## config.mk

```make
export PLATFORM = sky130hd
export DESIGN_NAME = state_event_gen
export DESIGN_NICKNAME = d
export VERILOG_FILES = /design/src/rtl/state_event_pkg.sv /design/src/rtl/debounce_sync.sv /design/src/rtl/state_event_gen.sv
export SDC_FILE = /design/constraint.sdc
export NUM_CORES = 1
export LEC_CHECK = 0
export ABC_AREA = 1
export BUFFER_PORTS_ARGS = -buffer_cell sky130_fd_sc_hd__buf_2
export CAP_MARGIN = 40
export CORE_ASPECT_RATIO = 1.2
export CORE_MARGIN = 3
export CORE_UTILIZATION = 50
export DETAILED_ROUTE_END_ITERATION = 7
export PLACE_DENSITY = 0.68
export SYNTH_ARGS = -nofsm -noshare
export SYNTH_HDL_FRONTEND = slang
export SYNTH_SLANG_ARGS = --single-unit
```

## constraint.sdc

```tcl
create_clock -name clk -period 1.5 [get_ports clk]
set_input_delay 0.225 -clock clk [delete_from_list [all_inputs] [get_ports clk]]
set_output_delay 0.225 -clock clk [all_outputs]
set_load 0.02 [all_outputs]
```

## src/rtl/state_event_pkg.sv

```systemverilog
// Shared types for the push-button / decay strobe generator.
// The FSM, command kind and service source enums live here so the bench can decode them too.
package state_event_pkg;

  localparam int IDX_W = 3;

  typedef enum logic [1:0] {
    IDLE   = 2'd0,
    SETUP  = 2'd1,
    STROBE = 2'd2
  } fsm_e;

  typedef enum logic {
    KIND_UP   = 1'b0,
    KIND_DOWN = 1'b1
  } kind_e;

  typedef enum logic [1:0] {
    SRC_UP    = 2'd0,
    SRC_DOWN  = 2'd1,
    SRC_DECAY = 2'd2
  } src_e;

  function automatic logic [IDX_W-1:0] wrap_inc(input logic [IDX_W-1:0] idx, input int num);
    return (idx == IDX_W'(num - 1)) ? '0 : idx + IDX_W'(1);
  endfunction

endpackage

```

## src/rtl/debounce_sync.sv

```systemverilog
// Two-flop synchronizer, stability-count debouncer and rising-edge pulse for one raw button.
module debounce_sync #(
  parameter int DEB_CYCLES = 16
) (
  input  logic clk,
  input  logic rst,
  input  logic btn_i,
  output logic rise_o
);

  localparam int CNT_W = (DEB_CYCLES > 1) ? $clog2(DEB_CYCLES) : 1;
  localparam logic [CNT_W-1:0] CNT_LAST = CNT_W'(DEB_CYCLES - 1);

  logic             sync1_q, sync2_q;
  logic             level_q, level_d;
  logic             prev_q;
  logic [CNT_W-1:0] cnt_q, cnt_d;

  // The counter only survives while the synchronized input disagrees with the level.
  always_comb begin
    level_d = level_q;
    cnt_d   = '0;
    if (sync2_q != level_q) begin
      if (cnt_q == CNT_LAST) level_d = sync2_q;
      else                   cnt_d   = cnt_q + CNT_W'(1);
    end
  end

  always_ff @(posedge clk or negedge rst) begin
    if (!rst) begin
      sync1_q <= 1'b0;
      sync2_q <= 1'b0;
      level_q <= 1'b0;
      prev_q  <= 1'b0;
      cnt_q   <= '0;
    end else begin
      sync1_q <= btn_i;
      sync2_q <= sync1_q;
      level_q <= level_d;
      prev_q  <= level_q;
      cnt_q   <= cnt_d;
    end
  end

  assign rise_o = level_q & ~prev_q;

endmodule

```

## src/rtl/state_event_gen.sv

```systemverilog
// Turns debounced up/down/select buttons and a periodic decay tick into
// one-at-a-time (state, UpState/DownState) update commands with a setup cycle.
module state_event_gen
  import state_event_pkg::*;
#(
  parameter int DEB_CYCLES   = 16,
  parameter int DECAY_CYCLES = 64,
  parameter int NUM_STATES   = 5
) (
  input  logic             clk,
  input  logic             rst,
  input  logic             btn_up,
  input  logic             btn_down,
  input  logic             btn_sel,
  input  logic             decay_en,
  output logic [IDX_W-1:0] state,
  output logic             UpState,
  output logic             DownState,
  output logic             busy
);

  localparam int DEC_W = (DECAY_CYCLES > 1) ? $clog2(DECAY_CYCLES) : 1;
  localparam logic [DEC_W-1:0] DEC_LAST = DEC_W'(DECAY_CYCLES - 1);

  logic up_evt, down_evt, sel_evt, decay_evt;

  debounce_sync #(.DEB_CYCLES(DEB_CYCLES)) u_deb_up (
    .clk(clk), .rst(rst), .btn_i(btn_up), .rise_o(up_evt)
  );
  debounce_sync #(.DEB_CYCLES(DEB_CYCLES)) u_deb_down (
    .clk(clk), .rst(rst), .btn_i(btn_down), .rise_o(down_evt)
  );
  debounce_sync #(.DEB_CYCLES(DEB_CYCLES)) u_deb_sel (
    .clk(clk), .rst(rst), .btn_i(btn_sel), .rise_o(sel_evt)
  );

  fsm_e             fsm_q, fsm_d;
  kind_e            kind_q, kind_d;
  src_e             src_q, src_d;
  logic [IDX_W-1:0] tgt_q, tgt_d;
  logic [IDX_W-1:0] sel_idx_q, sel_idx_d;
  logic [IDX_W-1:0] decay_idx_q, decay_idx_d;
  logic [DEC_W-1:0] dcnt_q, dcnt_d;
  logic             pend_up_q, pend_up_d;
  logic             pend_down_q, pend_down_d;
  logic             pend_decay_q, pend_decay_d;
  logic             clr_up, clr_down, clr_decay;

  always_comb begin
    dcnt_d    = '0;
    decay_evt = 1'b0;
    if (decay_en) begin
      if (dcnt_q == DEC_LAST) decay_evt = 1'b1;
      else                    dcnt_d    = dcnt_q + DEC_W'(1);
    end
  end

  // A new event wins over a same-cycle clear so it is never lost.
  always_comb begin
    pend_up_d    = (pend_up_q    & ~clr_up)    | up_evt;
    pend_down_d  = (pend_down_q  & ~clr_down)  | down_evt;
    pend_decay_d = (pend_decay_q & ~clr_decay) | decay_evt;
    sel_idx_d    = sel_evt ? wrap_inc(sel_idx_q, NUM_STATES) : sel_idx_q;
  end

  always_comb begin
    fsm_d       = fsm_q;
    kind_d      = kind_q;
    src_d       = src_q;
    tgt_d       = tgt_q;
    decay_idx_d = decay_idx_q;
    clr_up      = 1'b0;
    clr_down    = 1'b0;
    clr_decay   = 1'b0;
    state       = sel_idx_q;
    UpState     = 1'b0;
    DownState   = 1'b0;
    busy        = 1'b0;
    case (fsm_q)
      IDLE: begin
        if (pend_up_q) begin
          tgt_d  = sel_idx_q;
          kind_d = KIND_UP;
          src_d  = SRC_UP;
          fsm_d  = SETUP;
        end else if (pend_down_q) begin
          tgt_d  = sel_idx_q;
          kind_d = KIND_DOWN;
          src_d  = SRC_DOWN;
          fsm_d  = SETUP;
        end else if (pend_decay_q) begin
          tgt_d  = decay_idx_q;
          kind_d = KIND_DOWN;
          src_d  = SRC_DECAY;
          fsm_d  = SETUP;
        end
      end
      SETUP: begin
        state = tgt_q;
        busy  = 1'b1;
        fsm_d = STROBE;
      end
      STROBE: begin
        state     = tgt_q;
        busy      = 1'b1;
        UpState   = (kind_q == KIND_UP);
        DownState = (kind_q == KIND_DOWN);
        case (src_q)
          SRC_UP:   clr_up   = 1'b1;
          SRC_DOWN: clr_down = 1'b1;
          default: begin
            clr_decay   = 1'b1;
            decay_idx_d = wrap_inc(decay_idx_q, NUM_STATES);
          end
        endcase
        fsm_d = IDLE;
      end
      default: fsm_d = IDLE;
    endcase
  end

  always_ff @(posedge clk or negedge rst) begin
    if (!rst) begin
      fsm_q        <= IDLE;
      kind_q       <= KIND_UP;
      src_q        <= SRC_UP;
      tgt_q        <= '0;
      sel_idx_q    <= '0;
      decay_idx_q  <= '0;
      dcnt_q       <= '0;
      pend_up_q    <= 1'b0;
      pend_down_q  <= 1'b0;
      pend_decay_q <= 1'b0;
    end else begin
      fsm_q        <= fsm_d;
      kind_q       <= kind_d;
      src_q        <= src_d;
      tgt_q        <= tgt_d;
      sel_idx_q    <= sel_idx_d;
      decay_idx_q  <= decay_idx_d;
      dcnt_q       <= dcnt_d;
      pend_up_q    <= pend_up_d;
      pend_down_q  <= pend_down_d;
      pend_decay_q <= pend_decay_d;
    end
  end

endmodule

```

After elaboration in Yosys (flattened, before gate mapping)
Cells that the tools add are included.

Bits in registers: 47. Latch bits: 0. RAM bits: 0. Bits in read-only memories: 0. Input bits: 6. Output and inout port bits: 6. Logic and storage cells: 106. Memories kept: 0.

Add/sub/neg operators: 6. Multiply operators: 0. Divide/modulo/power cells: 0. Magnitude comparators: 0. Equal/unequal tests: 13. Shift-type cells: 0. Muxes and demuxes: 35. Bitwise operators: 17. Reductions and logical operators: 10.

Operators with widths (number): 4-bit 2-to-1 mux (6); 3-bit 2-to-1 mux (6); 1-bit 2-to-1 mux (14); 4-bit by 1-bit adder with 4-bit output (second input constant) (3); 4-bit == test (second input constant) (3); 2-bit 2-to-1 mux (6); 6-bit 2-to-1 mux (2); 2-bit AND reduction (5); 1-bit NOT (8); 3-bit by 1-bit adder with 3-bit output (second input constant) (2); 6-bit by 1-bit adder with 6-bit output (second input constant) (1); 1-bit AND (6); 3-bit == test (second input constant) (2); 6-bit == test (second input constant) (1); 2-bit by 1-bit == test with 1-bit output (second input constant) (2); 2-bit zero test (2); 4-bit != test (second input constant) (1); 2-bit one-hot mux with 2 select lines (1); 2-bit OR reduction (2); 1-bit != test (3); 1-bit bitwise OR (3); 3-bit nonzero test (1); 2-bit == test (second input constant) (1).

Longest topological paths before layout
Gate-level depths: netlist of run 1.

Depth in word-level cells: 7. Depth in mapped cells: 8. Gate-level depth less buffers: 8.

Modules after synthesis
A second synthesis of run 1 with hierarchy kept.

Cells, all modules: 226. Area, all modules: 2072.0 um^2.

Modules (own cells, without submodules): state_event_gen (times used 1, cells an instance 136, area each 1152.4 um^2, sequential area each 575.6 um^2); debounce_sync (times used 3, cells an instance 30, area each 306.5 um^2, sequential area each 200.2 um^2).

Least setup slack after synthesis of run 1
No wires, ideal clock.

Path type: register to output. Start: register fsm_q[0]. End: output port state[0]. Arrival: 1.353 ns. Data required time: 1.275 ns. Slack: -0.078 ns. Cell stages (with the launch flop): 4. Cells stage by stage: dfrtp_1 inv_1 ha_1 o21ai_0.

Longest elaborated chain between the ends: 3. Elaborated cells on any way between the ends: 4. Those cells by class: 2 x eq/ne; 1 x mux; 1 x reduce/logical.

Ends and longest elaborated chain: start, declared (line state_event_gen.sv:37) `fsm_e fsm_q, fsm_d;`; start signal, assigned (line state_event_gen.sv:135) `fsm_q <= fsm_d;`; 2-bit == test / 2-bit by 1-bit == test with 1-bit output (equally long branches) (line state_event_gen.sv:79) `case (fsm_q)`; 2-bit OR reduction (no line) (*); 3-bit 2-to-1 mux (*) (line state_event_gen.sv:79); end, declared (line state_event_gen.sv:16) `output logic [IDX_W-1:0] state,`.

Mark *: on every way between the ends. The rest lies on a longest branch, timed or not.

Worst setup path after layout of run 1
Ends and elaborated chain as after synthesis.

==> results of run 1 <==
what timing repair did:
action / CTS / global route
pin swaps: 2 / 2
buffers inserted: 2 / 2
hold endpoints to repair: 47 / 0
setup endpoints to repair: 6 / 6
gates resized for setup: 12 / 5
hold buffers: 1 / 0
flip-flops by register name, indices dropped and copies added (netlist names), 3 cells and up:
signal            flops
tgt_q                 3
u_deb_up.cnt_q        4
sel_idx_q             3
decay_idx_q           3
u_deb_sel.cnt_q       4
dcnt_q                6
u_deb_down.cnt_q      4
cell type report:
cell class | count | area, sq um | share of cell area, %
flip-flops and latches | 47 | 1176 | 48.98
multi-input cells | 142 | 788.3 | 32.83
clock buffers | 6 | 82.58 | 3.439
inverters | 31 | 116.4 | 4.846
repair buffers | 18 | 137.6 | 5.732
well taps | 52 | 65.06 | 2.710
clock inverters | 2 | 35.03 | 1.459
power by group:
group	internal, mW	total (mW)	switching, mW	leakage (nW)
logic	0.388	0.926	0.538	0.538
registers	1.40	1.48	0.0861	0.617
clock network	0.539	0.923	0.384	0.0612
total	2.32	3.33	1.01	1.22
cell families (layout without fill, tap and decap cells):
group / after synthesis / count (layout) / synth area share [%]
AOI/OAI and AO/OA: 32 / 32 / 8.298
xor gates and xnor gates: 5 / 5 / 2.136
adders and majority gates: 11 / 11 / 6.711
buffers and inverters: 31 / 57 / 5.674
DFF: 47 / 47 / 57.35
and+or+nand+nor: 94 / 94 / 19.83
path summary, 6_finish.rpt:
| path | startpoint | end |
|---|---|---|
| min reg2reg | u_deb_down.sync1_q$_DFF_PN0_ | u_deb_down.sync2_q$_DFF_PN0_ |
| max reg2reg | dcnt_q[0]$_DFF_PN0_ | dcnt_q[5]$_DFF_PN0_ |
| min in group asynchronous | rst | sel_idx_q[2]$_DFFE_PN0P_ |
| min | btn_up | u_deb_up.sync1_q$_DFF_PN0_ |
| max in group asynchronous | rst | u_deb_up.cnt_q[1]$_DFF_PN0_ |
| max | fsm_q[0]$_DFFE_PN0P_ | state[0] |
layer usage:
layer  share of wire [%]  wire [um]
met4                0.90         27
met5                   0          0
met3                 2.9         88
met1                  48       1448
met2                  48       1449
cells in the final DEF, fill, tap and decap left out:
cell           count
xnor2_1            2
bufinv_16          1
dlygate4sd3_1      1
buf_6              2
nor3_1             2
nor2_4             2
dfrtp_1           47
nand2_1           46
xor2_1             3
clkinv_2           1
nand3_1           12
nand2_4            2
a21oi_2            1
inv_1             27
o21ai_0           14
o21ai_2            3
buf_2              8
o21bai_1           1
buf_4              6
inv_2              4
ha_1               9
a21oi_1            6
buf_12             1
ha_2               1
nand3b_1           1
or2_1              1
ha_4               1
nand2_2            3
nor2_1            25
o21ai_1            7
clkbuf_8           6
==> results.sh, run 1 <==
export IMPL_status="finished, violations left"
export IMPL_violations="negative setup slack"
export IMPL_die_w_um=64.46
export IMPL_fin_area_sq_um=2401
export IMPL_hold_viol=0
export IMPL_min_delay_path_class="input pin to flop"
export IMPL_clock_sinks=47
export IMPL_grt_pass1_vias=1341
export IMPL_fin_ws_ns=-0.03468
export IMPL_critical_path_top_delay_family="flip-flops"
export IMPL_io_pins=12
export IMPL_max_stage_delay_ns=0.36
export IMPL_met1_usage_pct=18.51
export IMPL_path_class="flop to output port"
export IMPL_synth_edf_count=0
export IMPL_hold_ws_ns=0.03879
export IMPL_tritoncts="done"
export IMPL_synth_common_cells="nand2_1, dfrtp_1, inv_1"
export IMPL_path_clk_slew_ns=0.08
export IMPL_top_usage_layer="met2"
export IMPL_grt_max_degree=48
export IMPL_r2r_cells=4
export IMPL_antenna_cells=0
export IMPL_drtAntennaViolNets=0
export IMPL_synth_top_cell_by_area="dfrtp_1"
export IMPL_hpwl_um=2149
export IMPL_grt_util_met2_pct=23.14
export IMPL_skew_ns=0.004726
export IMPL_wl_per_cell_um=10.11
export IMPL_cts_buffer_depth=2
export IMPL_antenna_found_initial=0
export IMPL_syn_area_sq_um=2051
export IMPL_async_flop_share_pct=100.0
export IMPL_insertion_delay_ns=0.29
export IMPL_worst_setup_path_end_kind="output port"
export IMPL_die_y_um=76.16
export IMPL_ys_warn_count=0
export IMPL_vias_per_cell=4.755
export IMPL_synth_seq_cells=47
export IMPL_ir_drop_mv=0.9592
export IMPL_post_place_ws_ns=0.1391
export IMPL_slew_violations=0
export IMPL_place_gp_congestion=0.7553
export IMPL_initial_core_util_pct=54.20
export IMPL_yosys_cell_count_top_type="nand2_1"
export IMPL_whs_path_depth=1
export IMPL_ys_dominant_reg_cell="dfrtp_1"
export IMPL_startpoint_type="flop"
export IMPL_synthCells=220
export IMPL_drt_iter0_markers=55
export IMPL_power_mw=3.331
export IMPL_place_area_sq_um=2198
export IMPL_grtUsageMet3_pct=4.425
export IMPL_p_leak_nw=1.216
export IMPL_die_area_sq_um=4909
export IMPL_yosysSeqAreaShare_pct=57.35
export IMPL_h_tree_depth=2
export IMPL_cts_root_buf="clkbuf_8"
export IMPL_grt_usage_pct=14.37
export IMPL_fillerInstances=329
export IMPL_drv_cap=0
export IMPL_setup_violations=3
export IMPL_crit_chain="inv_2 -> ha_4 -> nand2_2 -> o21ai_1 -> buf_4"
export IMPL_core_sq_um=3784
export IMPL_crit_cells=5
export IMPL_synth_top_cell_area_share_pct=57.35
export IMPL_gr_total_overflow=0
export IMPL_nNetsFinal=262
export IMPL_synthToLayoutAreaGrowth_pct=17.08
export IMPL_period_needed_ns=1.535
export IMPL_synth_nets=237
export IMPL_p_per_area_nw_per_um2=1387
export IMPL_portBuffers=11
export IMPL_fin_setup_tns_ns=-0.07429
export IMPL_worstMarginPinSlew_ns=0.2544
export IMPL_cts_made_buffers=5
export IMPL_rows=24
export IMPL_synth_area_leaders="dfrtp_1, nand2_1, ha_1"
export IMPL_dp_cells=285
export IMPL_slowest_stage="dfrtp_1"
export IMPL_synth_cell_type_count=20
export IMPL_final_util_pct=63.46
export IMPL_finalCritPeriodShare_pct=102.3
export IMPL_drc=0
export IMPL_grt_pass1_wl_um=5644
export IMPL_max_clock_freq_ghz=0.6516
export IMPL_drive_above_1_share_pct=17.07
export IMPL_rsz0062_at_grt="yes"
export IMPL_dr_pass1_iters=4
export IMPL_worstPathArrival_ns=1.31
export IMPL_syn_area_per_cell_sq_um=9.321
export IMPL_r2r_setup_slack_ns=0.33
export IMPL_wirelength_um=3013
export IMPL_instances_no_fill=298
export IMPL_slew_headroom_pct=82.92
export IMPL_critPathBufInv=2
export IMPL_num_vias=1417
export IMPL_cp_required_ns=1.27
export IMPL_cp_max_fo=7
(Power assumes the default switching activity.)
==> run 2: changes to the inputs <==
--- a/config.mk
+++ b/config.mk
@@ -10,9 +10,8 @@
 export CAP_MARGIN = 40
 export CORE_ASPECT_RATIO = 1.2
 export CORE_MARGIN = 3
-export CORE_UTILIZATION = 50
+export CORE_UTILIZATION = 45
 export DETAILED_ROUTE_END_ITERATION = 7
-export PLACE_DENSITY = 0.68
 export SYNTH_ARGS = -nofsm -noshare
 export SYNTH_HDL_FRONTEND = slang
 export SYNTH_SLANG_ARGS = --single-unit
==> results.sh, run 2 (synthesis gave the netlist of run 1 again) <==
export IMPL_die_area_sq_um=5407
export IMPL_slew_headroom_pct=69.35
export IMPL_status="finished, violations left"
export IMPL_grt_pass1_wl_um=5927
export IMPL_max_stage_delay_ns=0.39
export IMPL_worst_setup_path_end_kind="output port"
export IMPL_largest_reg_flops=6
export IMPL_fin_ws_ns=-0.02657
export IMPL_die_y_um=79.95
export IMPL_grt_usage_pct=14.60
export IMPL_die_w_um=67.63
export IMPL_drv_cap=0
export IMPL_setup_violations=3
export IMPL_insertion_delay_ns=0.29
export IMPL_startpoint_type="flop"
export IMPL_vias_per_cell=4.640
export IMPL_slew_violations=0
export IMPL_violations="negative setup slack"
export IMPL_path_clk_slew_ns=0.08
export IMPL_ir_drop_mv=0.7225
export IMPL_max_clock_freq_ghz=0.6551
export IMPL_crit_chain="inv_2 -> ha_4 -> o21ai_1 -> buf_4"
export IMPL_fillerInstances=408
export IMPL_fin_area_sq_um=2370
export IMPL_slowest_stage="dfrtp_1"
export IMPL_antenna_cells=0
export IMPL_min_delay_path_class="input pin to flop"
export IMPL_num_vias=1406
export IMPL_gr_total_overflow=0
export IMPL_drt_iter0_markers=60
export IMPL_hold_ws_ns=0.03355
export IMPL_post_place_ws_ns=0.1468
export IMPL_power_mw=3.143
export IMPL_p_clk_share_pct=23.0
export IMPL_synthToLayoutAreaGrowth_pct=15.56
export IMPL_grt_max_degree=30
export IMPL_place_gp_congestion=0.7778
export IMPL_clock_sinks=47
export IMPL_tritoncts="done"
export IMPL_path_class="flop to output port"
export IMPL_switchingPower_mw=1.023
export IMPL_rsz0062_at_grt="yes"
export IMPL_wirelength_um=3218
export IMPL_cp_max_fo=7
export IMPL_pwr_share_comb_pct=29.5
export IMPL_cts_buffer_depth=2
export IMPL_initial_core_util_pct=47.40
export IMPL_skew_ns=0.006295
export IMPL_core_sq_um=4327
export IMPL_portBuffers=11
export IMPL_io_pins=12
export IMPL_final_common_cell="nand2_1"
export IMPL_p_per_area_nw_per_um2=1326
export IMPL_internal_power_mw=2.120
export IMPL_worstMarginPinSlew_ns=0.4597
export IMPL_cp_required_ns=1.27
export IMPL_p_leak_nw=1.198
export IMPL_hpwl_um=2326
export IMPL_pwr_share_seq_pct=47.5
export IMPL_rows=26
export IMPL_instances_no_fill=303
export IMPL_wl_per_cell_um=10.62
export IMPL_critPathBufInv=2
export IMPL_cts_root_buf="clkbuf_8"
export IMPL_worstPathArrival_ns=1.30
export IMPL_drtAntennaViolNets=0
export IMPL_place_area_sq_um=2203
export IMPL_dp_cells=289
export IMPL_h_tree_depth=2
export IMPL_grt_pass1_vias=1403
export IMPL_hold_viol=0
export IMPL_p_sw_share_pct=32.54
export IMPL_period_needed_ns=1.527
export IMPL_regMostFlops="dcnt_q"
export IMPL_finalCritPeriodShare_pct=101.8
export IMPL_drive_above_1_share_pct=15.38
export IMPL_drc=0
export IMPL_critical_path_top_delay_family="flip-flops"
export IMPL_antenna_found_initial=0
export IMPL_mostFrequentLayoutCells="nand2_1, dfrtp_1, inv_1, nor2_1, o21ai_0"
export IMPL_dr_pass1_iters=5
export IMPL_nNetsFinal=263
export IMPL_cts_made_buffers=5
## run 2: cell count changes in the layout (fill, tap and decap cells not counted)
cell / before / now
nand2_2: 3 / 1
o21ai_2: 3 / 2
clkbuf_1: 0 / 2
clkbuf_8: 6 / 5
o21ai_1: 7 / 8
nand2_1: 46 / 48
buf_6: 2 / 1
buf_4: 6 / 10
bufinv_16: 1 / 0
buf_2: 8 / 6
## run 2: cell type report
class / instances / area, sq um / share of cell area, %
Sequential cell: 47 / 1176 / 49.63
Multi-Input combinational cell: 142 / 779.5 / 32.89
Timing Repair Buffer: 19 / 146.4 / 6.177
Inverter: 31 / 116.4 / 4.910
Clock buffer: 7 / 76.32 / 3.221
Tap cell: 56 / 70.07 / 2.957
Clock inverter: 1 / 5.005 / 0.2112
## run 2: what timing repair did
action	in CTS	in global routing
setup endpoints to repair	5	5
setup buffers	3	2
pin swaps	2	1
endpoints found under the hold margin	18	0
resized for setup	11	5
hold buffers	1	0
## run 2: worst paths after layout
| kind | cells after the start | slack, ns | end | from |
|---|---|---|---|---|
| setup / recovery | 4 | -0.03 | state[0] | fsm_q[0]$_DFFE_PN0P_ |
| hold / removal | 1 | 0.03 | u_deb_down.sync1_q$_DFF_PN0_ | btn_down |
| setup reg to reg | 6 | 0.31 | decay_idx_q[2]$_DFFE_PN0P_ | fsm_q[0]$_DFFE_PN0P_ |
| hold reg to reg | 0 | 0.35 | u_deb_up.sync2_q$_DFF_PN0_ | u_deb_up.sync1_q$_DFF_PN0_ |
| max in group asynchronous | 3 | 0.58 | u_deb_down.cnt_q[3]$_DFF_PN0_ | rst |
| min in group asynchronous | 2 | 0.41 | tgt_q[2]$_DFFE_PN0P_ | rst |
## run 2: metrics by stage
step | TNS (ns) | util [%]
6_report | -0.06656 | 54.77
5_1_grt | -0.3829 | 54.77
4_1_cts | -0.09975 | 54.08
3_5_place_dp | 0 | 50.93
3_3_place_gp | 0 | 50.93
2_1_floorplan | -0.2331 | -
## run 2: metal layers
layer | track usage [%] | part of all wire (%) | up-vias
li1 | - | - | 740
met1 | 18.50 | 48 | 644
met2 | 22.98 | 47 | 16
met3 | 4.225 | 3.3 | 6
met4 | 6.085 | 1.9 | 0
met5 | 0 | 0 | -
## run 2: power groups by stage
| stage | sequential [mW] | clock, mW | combinational (mW) |
|---|---|---|---|
| global route | 1.51 | 0.811 | 1.06 |
| detailed placement | 1.52 | 0 | 0.754 |
| finish | 1.49 | 0.723 | 0.927 |
| global placement | 1.51 | 0 | 0.744 |
| CTS | 1.49 | 0.755 | 0.871 |
| floorplan | 1.49 | 0 | 0.561 |
